$ cat src/rtl/video_sync_decoder.sv
// Composite sync separator: tracks the sync tip and classifies pulses. Runs a flywheel line lock
// and detects the field, then emits line/frame strobes, x/y coordinates and an active-video flag.
module video_sync_decoder #(
    parameter int unsigned DATA_W      = 12,
    parameter int unsigned CNT_W       = 12,
    parameter int unsigned LEAK_W      = 16,
    parameter int unsigned SYNC_MARGIN = 250,
    parameter int unsigned HYST        = 32,
    parameter int unsigned HSYNC_MIN   = 20,
    parameter int unsigned VSYNC_MIN   = 800,
    parameter int unsigned LINE_LEN    = 2343,
    parameter int unsigned LINE_TOL    = 64,
    parameter int unsigned LOCK_LINES  = 8,
    parameter int unsigned MAX_MISS    = 4,
    parameter int unsigned BACK_PORCH  = 175,
    parameter int unsigned ACTIVE_W    = 1920,
    parameter int unsigned V_ACTIVE    = 20
) (
    input  logic              clk,
    input  logic              rst,
    input  logic              sample_valid,
    input  logic [DATA_W-1:0] adc_data,
    output logic              h_sync_pulse,
    output logic              v_sync_pulse,
    output logic              field,
    output logic              active_video,
    output logic [CNT_W-1:0]  x_coord,
    output logic [CNT_W-1:0]  y_coord,
    output logic              locked,
    output logic [CNT_W-1:0]  line_len
);

    localparam int unsigned GOOD_W = $clog2(LOCK_LINES + 1);
    localparam int unsigned MISS_W = $clog2(MAX_MISS + 1);
    localparam logic [CNT_W-1:0] WIN_LO  = CNT_W'(LINE_LEN - LINE_TOL);
    localparam logic [CNT_W-1:0] WIN_HI  = CNT_W'(LINE_LEN + LINE_TOL);
    localparam logic [CNT_W-1:0] HALF_LO = CNT_W'(LINE_LEN / 2 - LINE_TOL);
    localparam logic [CNT_W-1:0] HALF_HI = CNT_W'(LINE_LEN / 2 + LINE_TOL);
    localparam logic [CNT_W-1:0] ACT_LO  = CNT_W'(BACK_PORCH);
    localparam logic [CNT_W-1:0] ACT_HI  = CNT_W'(BACK_PORCH + ACTIVE_W);

    typedef enum logic {StSearch, StLocked} state_e;

    state_e              state_q;
    logic [DATA_W-1:0]   tip_q;
    logic [LEAK_W-1:0]   leak_q;
    logic                sync_lvl_q;
    logic                vflag_q;
    logic                field_n_q;
    logic [CNT_W-1:0]    low_cnt_q;
    logic [CNT_W-1:0]    since_q;
    logic [GOOD_W-1:0]   good_q;
    logic [MISS_W-1:0]   miss_q;

    logic [DATA_W:0]     thr_sum, hi_sum;
    logic [DATA_W-1:0]   thr, hi;
    logic                sync_nxt, sync_exit, hs_edge, broad_edge;
    logic                in_win, in_half, real_start, coast, line_start;
    logic [CNT_W-1:0]    x_nxt;
    logic [GOOD_W-1:0]   good_inc;
    logic [MISS_W-1:0]   miss_inc;

    assign x_coord = since_q;

    always_comb begin
        // Overflow bit of the wide sum selects saturation to all-ones.
        thr_sum    = {1'b0, tip_q} + (DATA_W + 1)'(SYNC_MARGIN);
        thr        = thr_sum[DATA_W] ? '1 : thr_sum[DATA_W-1:0];
        hi_sum     = {1'b0, thr} + (DATA_W + 1)'(HYST);
        hi         = hi_sum[DATA_W] ? '1 : hi_sum[DATA_W-1:0];
        sync_nxt   = sync_lvl_q;
        if (adc_data < thr) begin
            sync_nxt = 1'b1;
        end else if (adc_data >= hi) begin
            sync_nxt = 1'b0;
        end
        sync_exit  = sync_lvl_q && !sync_nxt;
        broad_edge = sync_exit && (low_cnt_q > CNT_W'(VSYNC_MIN));
        hs_edge    = sync_exit && (low_cnt_q > CNT_W'(HSYNC_MIN))
                     && (low_cnt_q <= CNT_W'(VSYNC_MIN));
        in_win     = (since_q >= WIN_LO) && (since_q <= WIN_HI);
        in_half    = (since_q >= HALF_LO) && (since_q <= HALF_HI);
        real_start = (state_q == StSearch) ? hs_edge : (hs_edge && since_q >= WIN_LO);
        coast      = (state_q == StLocked) && !real_start && (since_q >= WIN_HI);
        line_start = real_start || coast;
        x_nxt      = line_start ? '0 : ((since_q == '1) ? since_q : since_q + 1'b1);
        good_inc   = good_q + GOOD_W'(1);
        miss_inc   = miss_q + MISS_W'(1);
    end

    always_ff @(posedge clk) begin
        if (rst) begin
            state_q      <= StSearch;
            tip_q        <= '1;
            leak_q       <= '0;
            sync_lvl_q   <= 1'b0;
            vflag_q      <= 1'b0;
            field_n_q    <= 1'b0;
            low_cnt_q    <= '0;
            since_q      <= '0;
            good_q       <= '0;
            miss_q       <= '0;
            h_sync_pulse <= 1'b0;
            v_sync_pulse <= 1'b0;
            field        <= 1'b0;
            active_video <= 1'b0;
            y_coord      <= '0;
            locked       <= 1'b0;
            line_len     <= '0;
        end else begin
            h_sync_pulse <= 1'b0;
            v_sync_pulse <= 1'b0;
            if (sample_valid) begin
                // Tip follows minima instantly and leaks upward slowly otherwise.
                if (adc_data < tip_q) begin
                    tip_q <= adc_data;
                end else begin
                    leak_q <= leak_q + 1'b1;
                    if (leak_q == '1 && tip_q != '1) begin
                        tip_q <= tip_q + 1'b1;
                    end
                end
                sync_lvl_q <= sync_nxt;
                if (sync_exit) begin
                    low_cnt_q <= '0;
                end else if (sync_nxt && low_cnt_q != '1) begin
                    low_cnt_q <= low_cnt_q + 1'b1;
                end

                unique case (state_q)
                    StSearch: begin
                        if (real_start) begin
                            if (in_win) begin
                                good_q <= good_inc;
                                if (good_inc == GOOD_W'(LOCK_LINES)) begin
                                    state_q <= StLocked;
                                    locked  <= 1'b1;
                                    miss_q  <= '0;
                                end
                            end else begin
                                good_q <= '0;
                            end
                        end
                    end
                    StLocked: begin
                        if (real_start) begin
                            miss_q <= '0;
                        end else if (coast && !vflag_q) begin
                            // Serrated vsync legitimately hides hsyncs; only count misses outside it.
                            if (miss_inc == MISS_W'(MAX_MISS)) begin
                                state_q <= StSearch;
                                locked  <= 1'b0;
                                good_q  <= '0;
                            end
                            miss_q <= miss_inc;
                        end
                    end
                    default: state_q <= StSearch;
                endcase

                since_q <= x_nxt;
                if (line_start) begin
                    h_sync_pulse <= 1'b1;
                    if (vflag_q) begin
                        v_sync_pulse <= 1'b1;
                        y_coord      <= '0;
                        field        <= field_n_q;
                        vflag_q      <= 1'b0;
                    end else if (y_coord != '1) begin
                        y_coord <= y_coord + 1'b1;
                    end
                    if (real_start) begin
                        line_len <= (since_q == '1) ? since_q : since_q + 1'b1;
                    end
                end
                // Placed after the line-start block so a broad pulse ending on a start arms the next one.
                if (broad_edge && !vflag_q) begin
                    vflag_q   <= 1'b1;
                    field_n_q <= in_half;
                end

                // Lock state and y only change on line starts, where x_nxt is 0, so current values suffice.
                active_video <= (state_q == StLocked) && !sync_nxt
                                && (y_coord >= CNT_W'(V_ACTIVE))
                                && (x_nxt > ACT_LO) && (x_nxt <= ACT_HI);
            end
        end
    end

endmodule

$ cat config.mk
export PLATFORM = sky130hd
export DESIGN_NAME = video_sync_decoder
export DESIGN_NICKNAME = d
export VERILOG_FILES = /design/src/rtl/video_sync_decoder.sv
export SDC_FILE = /design/constraint.sdc
export NUM_CORES = 1
export LEC_CHECK = 0
export ABC_AREA = 1
export BUFFER_PORTS_ARGS = -buffer_cell sky130_fd_sc_hd__buf_2
export CAP_MARGIN = 20
export CORE_ASPECT_RATIO = 0.5
export CORE_MARGIN = 5
export CORE_UTILIZATION = 45
export DETAILED_ROUTE_END_ITERATION = 10
export GPL_ROUTABILITY_DRIVEN = 0
export PLACE_DENSITY = 0.71
export SLEW_MARGIN = 25
export SYNTH_ARGS = -nofsm -noshare
export SYNTH_HDL_FRONTEND = slang
export SYNTH_SLANG_ARGS = --single-unit
$ cat constraint.sdc
create_clock -name clk -period 5 [get_ports clk]
set_input_delay 1 -clock clk [delete_from_list [all_inputs] [get_ports clk]]
set_output_delay 1 -clock clk [all_outputs]
set_load 0.1 [all_outputs]
==> flow_summary.toml, run 1 <==
[setup_path]
worstSetupPathType = "flip-flop to flip-flop"
critPathBufInv = 7
cp-endpoint = "low_cnt_q[11]$_SDFFE_PP0P_"
reg2reg_depth = 35
end_kind = "flip-flop"
critPathMaxFanout = 6
arrival_ns = 4.83
crit_path_start = "tip_q[1]$_SDFFE_PP1P_"
crit_cells = 35
critPathMostFrequentCell = "inv_1"
cp_top_family = "simple AND/OR/NAND/NOR gates"
r2r_slack_ns = 0.41
cp_slowest_cell = "dfxtp_1"
start_kind = "flip-flop"
reg2reg_from = "tip_q[1]$_SDFFE_PP1P_"
required_ns = 5.24
critPathMaxStageDelay_ns = 0.34
timing.rr.end = "low_cnt_q[11]$_SDFFE_PP0P_"

[drt]
avgRoutedWirePerCell_um = 13.3
ant_nets = 0
firstDrtPassIters = 5
drt_iter0_markers = 339
drc = 0
num_vias = 5856
via_per_inst = 5.26
wl_um = 14800

[global_routing]
antenna_found_initial = 0
grt_pass1_vias = 5301
grt_usage_pct = 18.0
grt_max_degree = 42
grt_first_pass_wirelength_um = 24600
grt_overflow = 0

[clock_tree]
cts_hold_buf = 0
cts_tree = "yes"
cts.sinks = 92
cts_buffers = 9
htreeDepth = 3
clk_pin_slew_ns = 0.07
cts_root_buf = "clkbuf_16"
clockBufferDepth = 2
clk_latency_ns = 0.34

[outcome]
status = "finished clean"

[place]
hpwlAfterDp_um = 11000
dp.cells = 1089
portBuffers = 55

[logic_synthesis]
ys_warn_count = 0
synth_flop_cell = "dfxtp_1"
syn_nets = 941
yosysMostFrequentCell = "nand2_1"
synth_top_area_cell = "dfxtp_1"
ys_seq_area_share_pct = 30.8
synth_area_um2 = 5980
synth-async-reset-ratio_pct = 0
ys_types = 47
yosys_register_bits = 92
synth_top_area_share_pct = 30.8
synth_common_cells = "152 x nand2_1, 115 x inv_1, 106 x nor2_1, 92 x dfxtp_1, 80 x a21oi_1"
synth-edff-count = 0
syn-mean-instance-area_um2 = 6.79
netlist_instances = 880
yosys-top-cells-area = "dfxtp_1 31%, ha_1 9.6%, nand2_1 9.5%"

[power]
powerDensity_nw_per_um2 = 317
ir_worst_vdd_v = 0.000156
p_leak_nw = 3.04

[hold_path]
min_from = "line_len[5]$_SDFFE_PP0P_"
hold_path.class = "flip-flop to flip-flop"
hold_depth = 2

[cells_and_area]
nets = 1000
drive_above_1_share_pct = 13.9
area_growth_syn_to_layout_pct = 14.1
num_antenna_cells = 0
stdcell_count = 1114
final_core_util_pct = 53.1

[job]
cap_violations = 0

[sta]
max_freq_mhz = 218
finClkSkew_ns = 0.00612
tightest_slew_ns = 0.964
hold_viol_final = 0
slew_violations = 0
setup_violations = 0
slew_headroom_pct = 35.6
period_needed_ns = 4.59
period_share_pct = 91.8

[floorplan]
pin_count = 56
initial_core_util_pct = 46.5
die_area_um2 = 15800
core_um2 = 12800
die_x_um = 173
die_y_um = 91.5
core.rowCount = 29
[worst min-delay path by stage]
stage                                           end
after floorplan              miss_q[2]$_SDFFE_PP0P_
after global placement     line_len[3]$_SDFFE_PP0P_
after detailed placement  low_cnt_q[9]$_SDFFE_PP0P_
after CTS                 low_cnt_q[9]$_SDFFE_PP0P_
after global routing      low_cnt_q[9]$_SDFFE_PP0P_
final                      line_len[5]$_SDFFE_PP0P_
[state kept, by name, summed over array words and instances, names as in the netlist]
signal	cells
line_len	12
active_video	1
leak_q	16
tip_q	12
vflag_q	1
miss_q	3
low_cnt_q	12
v_sync_pulse	1
y_coord	12
field	1
sync_lvl_q	1
locked	1
h_sync_pulse	1
field_n_q	1
x_coord	12
good_q	4
state_q	1
[cell usage in the layout, fill, tap and decap left out, drive strengths merged, types with 3 or more instances in the layout]
cell      count
nand2       160
inv         123
nor2        112
dfxtp        92
a21oi        81
o21ai        76
buf          69
ha           46
nand3        46
nor3         38
xor2         19
a211oi       12
clkbuf       11
nand4         8
nor4          7
o211ai        7
nor3b         6
xnor2         4
a31oi         4
clkinvlp      3
or2           3
[what timing repair did]
action,CTS,global route
setup buffers,0,9
endpoints found under the setup margin,0,48
resized for setup,0,20
[through the flow]
step                      setup WS [ns]  power [mW]  hold WS, ns  instance area [um2]  setup TNS [ns]
after global routing            -0.0706        2.31        0.483                 6820          -0.253
after CTS                         0.244        2.12        0.464                 6700               0
after global placement            0.443        1.46        0.450                 6420               0
final                             0.408        2.16        0.460                 6820               0
after floorplan                   0.940        1.33        0.435                 5980               0
after detailed placement          0.257        1.48        0.454                 6420               0
[cells by family after synthesis]
family	after synthesis	share of synthesized area, %
DFF	92	30.8
and+or+nand+nor	382	28.8
muxes	1	0.188
xor gates and xnor gates	23	3.37
buffers and inverters	143	9.02
AOI/OAI and AO/OA	193	18.2
adders and majority gates	46	9.63
[cell type report]
type / count / area, um2
clock buffers: 11 / 243
clock inverters: 5 / 36.3
fillers: 1277 / 6020
inverters: 122 / 458
multi-input cells: 645 / 3640
flip-flops and latches: 92 / 1840
well taps: 170 / 213
repair buffers: 69 / 384
[worst reg2reg max path: cells and delay by family (launching register included)]
| family | cells | cell delay (ns) |
|---|---|---|
| DFF | 1 | 0.34 |
| AOI/OAI and AO/OA | 1 | 0.09 |
| buffers and inverters | 7 | 0.52 |
| and+or+nand+nor | 25 | 3.02 |
| adders and majority gates | 2 | 0.51 |
[power by group]
| group | leakage, nW | total [mW] | switching (mW) | internal [mW] |
|---|---|---|---|---|
| Sequential | 0.748 | 0.805 | 0.0396 | 0.765 |
| Combinational | 2.16 | 0.712 | 0.455 | 0.257 |
| Clock | 0.128 | 0.646 | 0.294 | 0.352 |
| Total | 3.04 | 2.16 | 0.789 | 1.37 |
[layer usage]
metal | GRT usage, % | share of wire, % | wire length (um)
met4 | 3.98 | 0.97 | 144
met1 | 24.2 | 50 | 7400
met3 | 3.78 | 4.0 | 597
met2 | 30.1 | 45 | 6700
met5 | 0 | 0 | 0
Power figures use the tool's default switching activity.
==> run 2: changes to the inputs <==
--- a/config.mk
+++ b/config.mk
@@ -11,6 +11,7 @@
 export CORE_ASPECT_RATIO = 0.5
 export CORE_MARGIN = 5
 export CORE_UTILIZATION = 45
+export CTS_BUF_LIST = sky130_fd_sc_hd__clkbuf_8
 export DETAILED_ROUTE_END_ITERATION = 10
 export GPL_ROUTABILITY_DRIVEN = 0
 export PLACE_DENSITY = 0.71
==> run 2 against run 1 <==
Via count fell by 0.80%. Clock skew rose by 0.0069 ns. Power is 7.7% lower. Non-clock buffer count rose by 1. Sequential power about the same. Critical path type unchanged.
==> flow_summary.toml, run 2 (synthesis results as in run 1) <==
[outcome]
status = "finished clean"

[floorplan]
core_um2 = 12800
die_y_um = 91.5
core.rowCount = 29
die_area_um2 = 15800
pin_count = 56
initial_core_util_pct = 46.5
die_x_um = 173

[cells_and_area]
final_cell_area_um2 = 6730
layout_commonest_cell = "nand2_1"
largest_reg_flops = 16
drive_above_1_share_pct = 14.1
stdcell_count = 1115
area_growth_syn_to_layout_pct = 12.6
nets = 1001
num_antenna_cells = 0
final_cell_mix = "151 x nand2_1, 116 x inv_1, 102 x nor2_1"
final_core_util_pct = 52.4
regMostFlops = "leak_q"

[power]
ir_worst_vdd_v = 0.000113
powerDensity_nw_per_um2 = 297
p_leak_nw = 3.00
power_mw = 2.00

[global_routing]
use_met3_pct = 4.52
grt-busiest-layer = "met2"
grt_usage_pct = 18.1
grt_util_met1_pct = 24.2
antenna_found_initial = 0
grt_pass1_vias = 5274
grt_overflow = 0
grtUsageMet2_pct = 29.7
grt_first_pass_wirelength_um = 24400
grt_max_degree = 42

[sta]
slew_headroom_pct = 36.1
max_freq_mhz = 218
period_share_pct = 91.7
tightest_slew_ns = 0.957
finClkSkew_ns = 0.0131
hold_viol_final = 0
period_needed_ns = 4.59
slew_violations = 0
fin_setup_tns_ns = 0
setup_violations = 0

[drt]
ant_nets = 0
firstDrtPassIters = 6
wl_um = 14800
via_per_inst = 5.21
avgRoutedWirePerCell_um = 13.2
num_vias = 5809
drt_iter0_markers = 331
drc = 0

[clock_tree]
cts_root_buf = "clkbuf_8"
clk_pin_slew_ns = 0.09
cts_buffers = 9
cts.sinks = 92
clk_latency_ns = 0.38
clockBufferDepth = 2
cts_tree = "yes"
htreeDepth = 3

[place]
dp.cells = 1089
place_area_um2 = 6420
hpwlAfterDp_um = 11000
portBuffers = 55

[setup_path]
worstSetupPathType = "flip-flop to flip-flop"
required_ns = 5.27
critPathMostFrequentCell = "inv_1"
critPathMaxStageDelay_ns = 0.36
critPathMaxFanout = 6
cp_slowest_cell = "dfxtp_2"
start_kind = "flip-flop"
arrival_ns = 4.86
end_kind = "flip-flop"

[hold_path]
hold_path.class = "flip-flop to flip-flop"

[job]
cap_violations = 0
==> run 2: cell types whose count changed in the layout (fill, tap and decap cells not counted) <==
cell,change
clkbuf_16,-9
clkbuf_8,+9
buf_4,+1
clkbuf_1,-1
dfxtp_1,-1
dfxtp_2,+1
inv_1,+1
==> run 2: repair_timing <==
action                     CTS  global route
setup endpoints to repair    0            48
resized for setup            0            21
hold buffers                 0             0
buffers inserted             0            10
==> run 2: per-layer routing <==
layer / wire, um / part of all wire [%]
met1: 7410 / 50
met2: 6600 / 45
met3: 611 / 4.1
met4: 141 / 0.96
met5: 0 / 0
==> run 2: power breakdown <==
part	internal, mW	switching, mW
sequential	0.765	0.0397
clock	0.194	0.282
combinational	0.260	0.455
total	1.22	0.777
==> run 2: final cells by class <==
| class | instances | area [um2] |
|---|---|---|
| fill | 1304 | 6120 |
| clock buffer | 10 | 138 |
| clock inverter | 6 | 40.0 |
| inverter | 122 | 458 |
| tap | 170 | 213 |
| timing repair buffer | 70 | 392 |
| multi-input combinational | 645 | 3640 |
| sequential | 92 | 1840 |
==> run 2: path summary, 6_finish.rpt <==
check | cells past startpoint | start | to | slack, ns
max | 35 | tip_q[2]$_SDFFE_PP1P_ | low_cnt_q[11]$_SDFFE_PP0P_ | 0.41
min | 2 | line_len[5]$_SDFFE_PP0P_ | line_len[5]$_SDFFE_PP0P_ | 0.46
max reg2reg | 35 | tip_q[2]$_SDFFE_PP1P_ | low_cnt_q[11]$_SDFFE_PP0P_ | 0.41
min reg2reg | 2 | line_len[5]$_SDFFE_PP0P_ | line_len[5]$_SDFFE_PP0P_ | 0.46
==> run 2: critical path, delay by kind of cell (launching register included) <==
family,cells,cell delay [ns]
and+or+nand+nor,25,3.03
buffers and inverters,7,0.52
adders and majority gates,2,0.49
DFF,1,0.36
AOI/OAI and AO/OA,1,0.09
==> run 2: through the flow <==
step / setup slack (ns) / hold WS, ns
5_1_grt: -0.0611 / 0.487
4_1_cts: 0.244 / 0.468
3_5_place_dp: 0.257 / 0.454
6_report: 0.414 / 0.463
3_3_place_gp: 0.443 / 0.450
2_1_floorplan: 0.940 / 0.435
==> run 3: changes to the inputs <==
--- a/config.mk
+++ b/config.mk
@@ -5,7 +5,6 @@
 export SDC_FILE = /design/constraint.sdc
 export NUM_CORES = 1
 export LEC_CHECK = 0
-export ABC_AREA = 1
 export BUFFER_PORTS_ARGS = -buffer_cell sky130_fd_sc_hd__buf_2
 export CAP_MARGIN = 20
 export CORE_ASPECT_RATIO = 0.5
@@ -15,6 +14,7 @@
 export DETAILED_ROUTE_END_ITERATION = 10
 export GPL_ROUTABILITY_DRIVEN = 0
 export PLACE_DENSITY = 0.71
+export RECOVER_POWER = 25
 export SLEW_MARGIN = 25
 export SYNTH_ARGS = -nofsm -noshare
 export SYNTH_HDL_FRONTEND = slang
==> run 3 against run 2 <==
Sequential share of layout area down 1.7 points. Cell area up 6.3%. Core utilization down 2.7 points. Critical path type unchanged. Critical endpoint is now x_coord[6]$_SDFFE_PP0P_. Largest power group unchanged.
==> flow_summary.toml, run 3 <==
[outcome]
status = "finished clean"

[cells_and_area]
regMostFlops = "leak_q"
final_cell_area_um2 = 7150
drive_above_1_share_pct = 8.44
seq_area_um2 = 1840
num_antenna_cells = 0
largest_reg_flops = 16
nets = 921
final_cell_mix = "92 x dfxtp_1, 65 x a21oi_1, 58 x nor2_1"
layout_commonest_cell = "dfxtp_1"
area_growth_syn_to_layout_pct = 8.90
n_fill_cell = 1399
multi_input_area_um2 = 4370

[global_routing]
grt_max_degree = 41
grt_overflow = 0
grt_first_pass_wirelength_um = 30500
grtUsageMet2_pct = 33.7
use_met3_pct = 3.51
grt_usage_pct = 21.0
antenna_found_initial = 0
grt-busiest-layer = "met2"
grt_pass1_vias = 6127
grt_util_met1_pct = 29.5

[power]
p_int_mw = 1.12
powerDensity_nw_per_um2 = 234
combPwrFrac_pct = 23.2
p_seq_share_pct = 45.8
p_sw_share_pct = 33.2
p_leak_nw = 2.52
ir_worst_vdd_v = 0.000112
p_switching_mw = 0.557
clockPowerShare_pct = 30.9

[sta]
rsz0062_at_grt = "no"
period_needed_ns = 4.59
tightest_slew_ns = 1.20
setup_violations = 0
fin_setup_tns_ns = 0
period_share_pct = 91.9
slew_headroom_pct = 20.2
finClkSkew_ns = 0.0145
hold_viol_final = 0
max_freq_mhz = 218
slew_violations = 0

[logic_synthesis]
synth_common_cells = "92 x dfxtp_1, 65 x a21oi_1, 58 x nor2_1, 57 x nand2_1, 47 x clkbuf_1"
syn_nets = 902
ys_seq_area_share_pct = 28.0
synth_area_um2 = 6570
synth-async-reset-ratio_pct = 0
synth_top_area_cell = "dfxtp_1"
netlist_instances = 841
yosysMostFrequentCell = "dfxtp_1"
synth_flop_cell = "dfxtp_1"
synth-edff-count = 0
yosys_register_bits = 92
ys_types = 75
syn-mean-instance-area_um2 = 7.81
yosys-top-cells-area = "dfxtp_1 28%, ha_1 8.8%, a21oi_1 5.0%"
ys_warn_count = 0
synth_top_area_share_pct = 28.0

[clock_tree]
clockBufferDepth = 2
htreeDepth = 3
cts_setup_buffers = 0
cts_tree = "yes"
clk_pin_slew_ns = 0.10
cts_root_buf = "clkbuf_8"
clk_latency_ns = 0.37
cts_buffers = 9
cts.sinks = 92

[drt]
via_per_inst = 6.21
avgRoutedWirePerCell_um = 17.1
drc = 0
ant_nets = 0
wl_um = 18200
drt_iter0_markers = 581
firstDrtPassIters = 5
num_vias = 6603

[setup_path]
critPathMaxFanout = 15
arrival_ns = 4.90
cp_top_family = "compound AO/OA/AOI/OAI gates"
cp_slowest_cell = "a2111oi_2"
path_cells = "ha_1 > or3_1 > nor3_2 > xnor2_1 > a31o_1 > nor2b_1 > and3b_1 > buf_4 > nor3_1 > ha_1 > a211oi_1 > o21ai_1 > a2111oi_2 > buf_4 > o21ai_2 > a31o_2 > or4_1 > a31oi_1"
required_ns = 5.30
end_kind = "flip-flop"
critPathMaxStageDelay_ns = 0.42
critPathBufInv = 2
timing.rr.end = "x_coord[6]$_SDFFE_PP0P_"
r2r_slack_ns = 0.41
worstSetupPathType = "flip-flop to flip-flop"
start_kind = "flip-flop"
reg2reg_from = "tip_q[1]$_SDFFE_PP1P_"
reg2reg_depth = 18

[floorplan]
pin_count = 56
initial_core_util_pct = 45.6
core_um2 = 14400
die_y_um = 95.4
core.rowCount = 31
die_x_um = 181
die_area_um2 = 17300

[place]
place_area_um2 = 6970
portBuffers = 55
hpwlAfterDp_um = 13200

[hold_path]
min_from = "field_n_q$_SDFFE_PP0P_"
hold_path.class = "flip-flop to flip-flop"
min_to = "field_n_q$_SDFFE_PP0P_"
hold_depth = 2

[job]
cap_violations = 0
[run 3: changes by cell type after synthesis, moves of 12 or more]
cell,delta
nor2_1,-48
inv_1,-79
mux2i_1,+13
nand2_1,-95
nand4_1,+23
xnor2_1,+12
o31ai_1,+12
or4_1,+15
clkbuf_1,+31
and2_1,+13
a31oi_1,+16
a21oi_1,-15
or3_1,+12
o21ai_0,-37
[run 3: worst max path at each step]
stage,cells past startpoint,from,end
5_1_grt,18,tip_q[1]$_SDFFE_PP1P_,x_coord[3]$_SDFFE_PP0P_
3_3_place_gp,17,tip_q[1]$_SDFFE_PP1P_,x_coord[3]$_SDFFE_PP0P_
3_5_place_dp,18,tip_q[1]$_SDFFE_PP1P_,x_coord[6]$_SDFFE_PP0P_
6_report,18,tip_q[1]$_SDFFE_PP1P_,x_coord[6]$_SDFFE_PP0P_
4_1_cts,18,tip_q[1]$_SDFFE_PP1P_,x_coord[3]$_SDFFE_PP0P_
2_1_floorplan,19,tip_q[2]$_SDFFE_PP1P_,low_cnt_q[0]$_SDFFE_PP0P_
[run 3: power groups by stage]
| stage | Sequential [mW] | Combinational [mW] | Clock (mW) |
|---|---|---|---|
| global placement | 0.785 | 0.368 | 0 |
| finish | 0.768 | 0.390 | 0.518 |
| floorplan | 0.790 | 0.269 | 0 |
| detailed placement | 0.785 | 0.380 | 0 |
| global route | 0.771 | 0.440 | 0.560 |
| CTS | 0.768 | 0.382 | 0.530 |
[run 3: logic make-up after synthesis]
kind of cell               share of synthesized area [%]
AOI/OAI and AO/OA                                   25.3
xor gates and xnor gates                            3.47
adders and majority gates                           8.77
buffers and inverters                               5.93
DFF                                                 28.0
muxes                                               2.50
and+or+nand+nor                                     26.0
[run 3: cell type report]
type                    count  share of cell area (%)
clock buffers               9                    1.73
clock inverters             7                    1.05
inverters                  36                    1.89
multi-input cells         650                    61.2
flip-flops and latches     92                    25.8
well taps                 198                    3.46
repair buffers             71                    4.95
[run 3: timing repair]
item | in CTS | in global routing
endpoints found under the setup margin | 0 | 61
endpoints found under the hold margin | 0 | 0
gates resized for setup | 0 | 5
hold buffers | 0 | 0
[run 3: stage by stage]
stage | total power, mW | utilization, % | setup slack, ns | hold slack, ns | instances
5_1_grt | 1.77 | 49.7 | 0.0360 | 0.507 | 1063
6_report | 1.68 | 49.7 | 0.406 | 0.471 | 1063
4_1_cts | 1.68 | 49.8 | 0.0187 | 0.476 | 1063
3_3_place_gp | 1.15 | 48.4 | 0.273 | 0.454 | 1047
3_5_place_dp | 1.16 | 48.4 | 0.0584 | 0.460 | 1047
2_1_floorplan | 1.06 | - | 0.311 | 0.439 | 841
[run 3: per-layer routing]
layer  vias to the layer above  routed length (um)  share of wire [%]
li1                       3240                   -                  -
met4                         0                 217                1.2
met2                       228                8290                 46
met1                      3114                8780                 48
met3                        21                 921                5.1
met5                         -                   0                  0
[run 3: worst min-delay path: cells and delay by family (launching register included)]
kind,cells,cell delay (ns)
simple gates,1,0.05
flops,1,0.32
mux,1,0.06
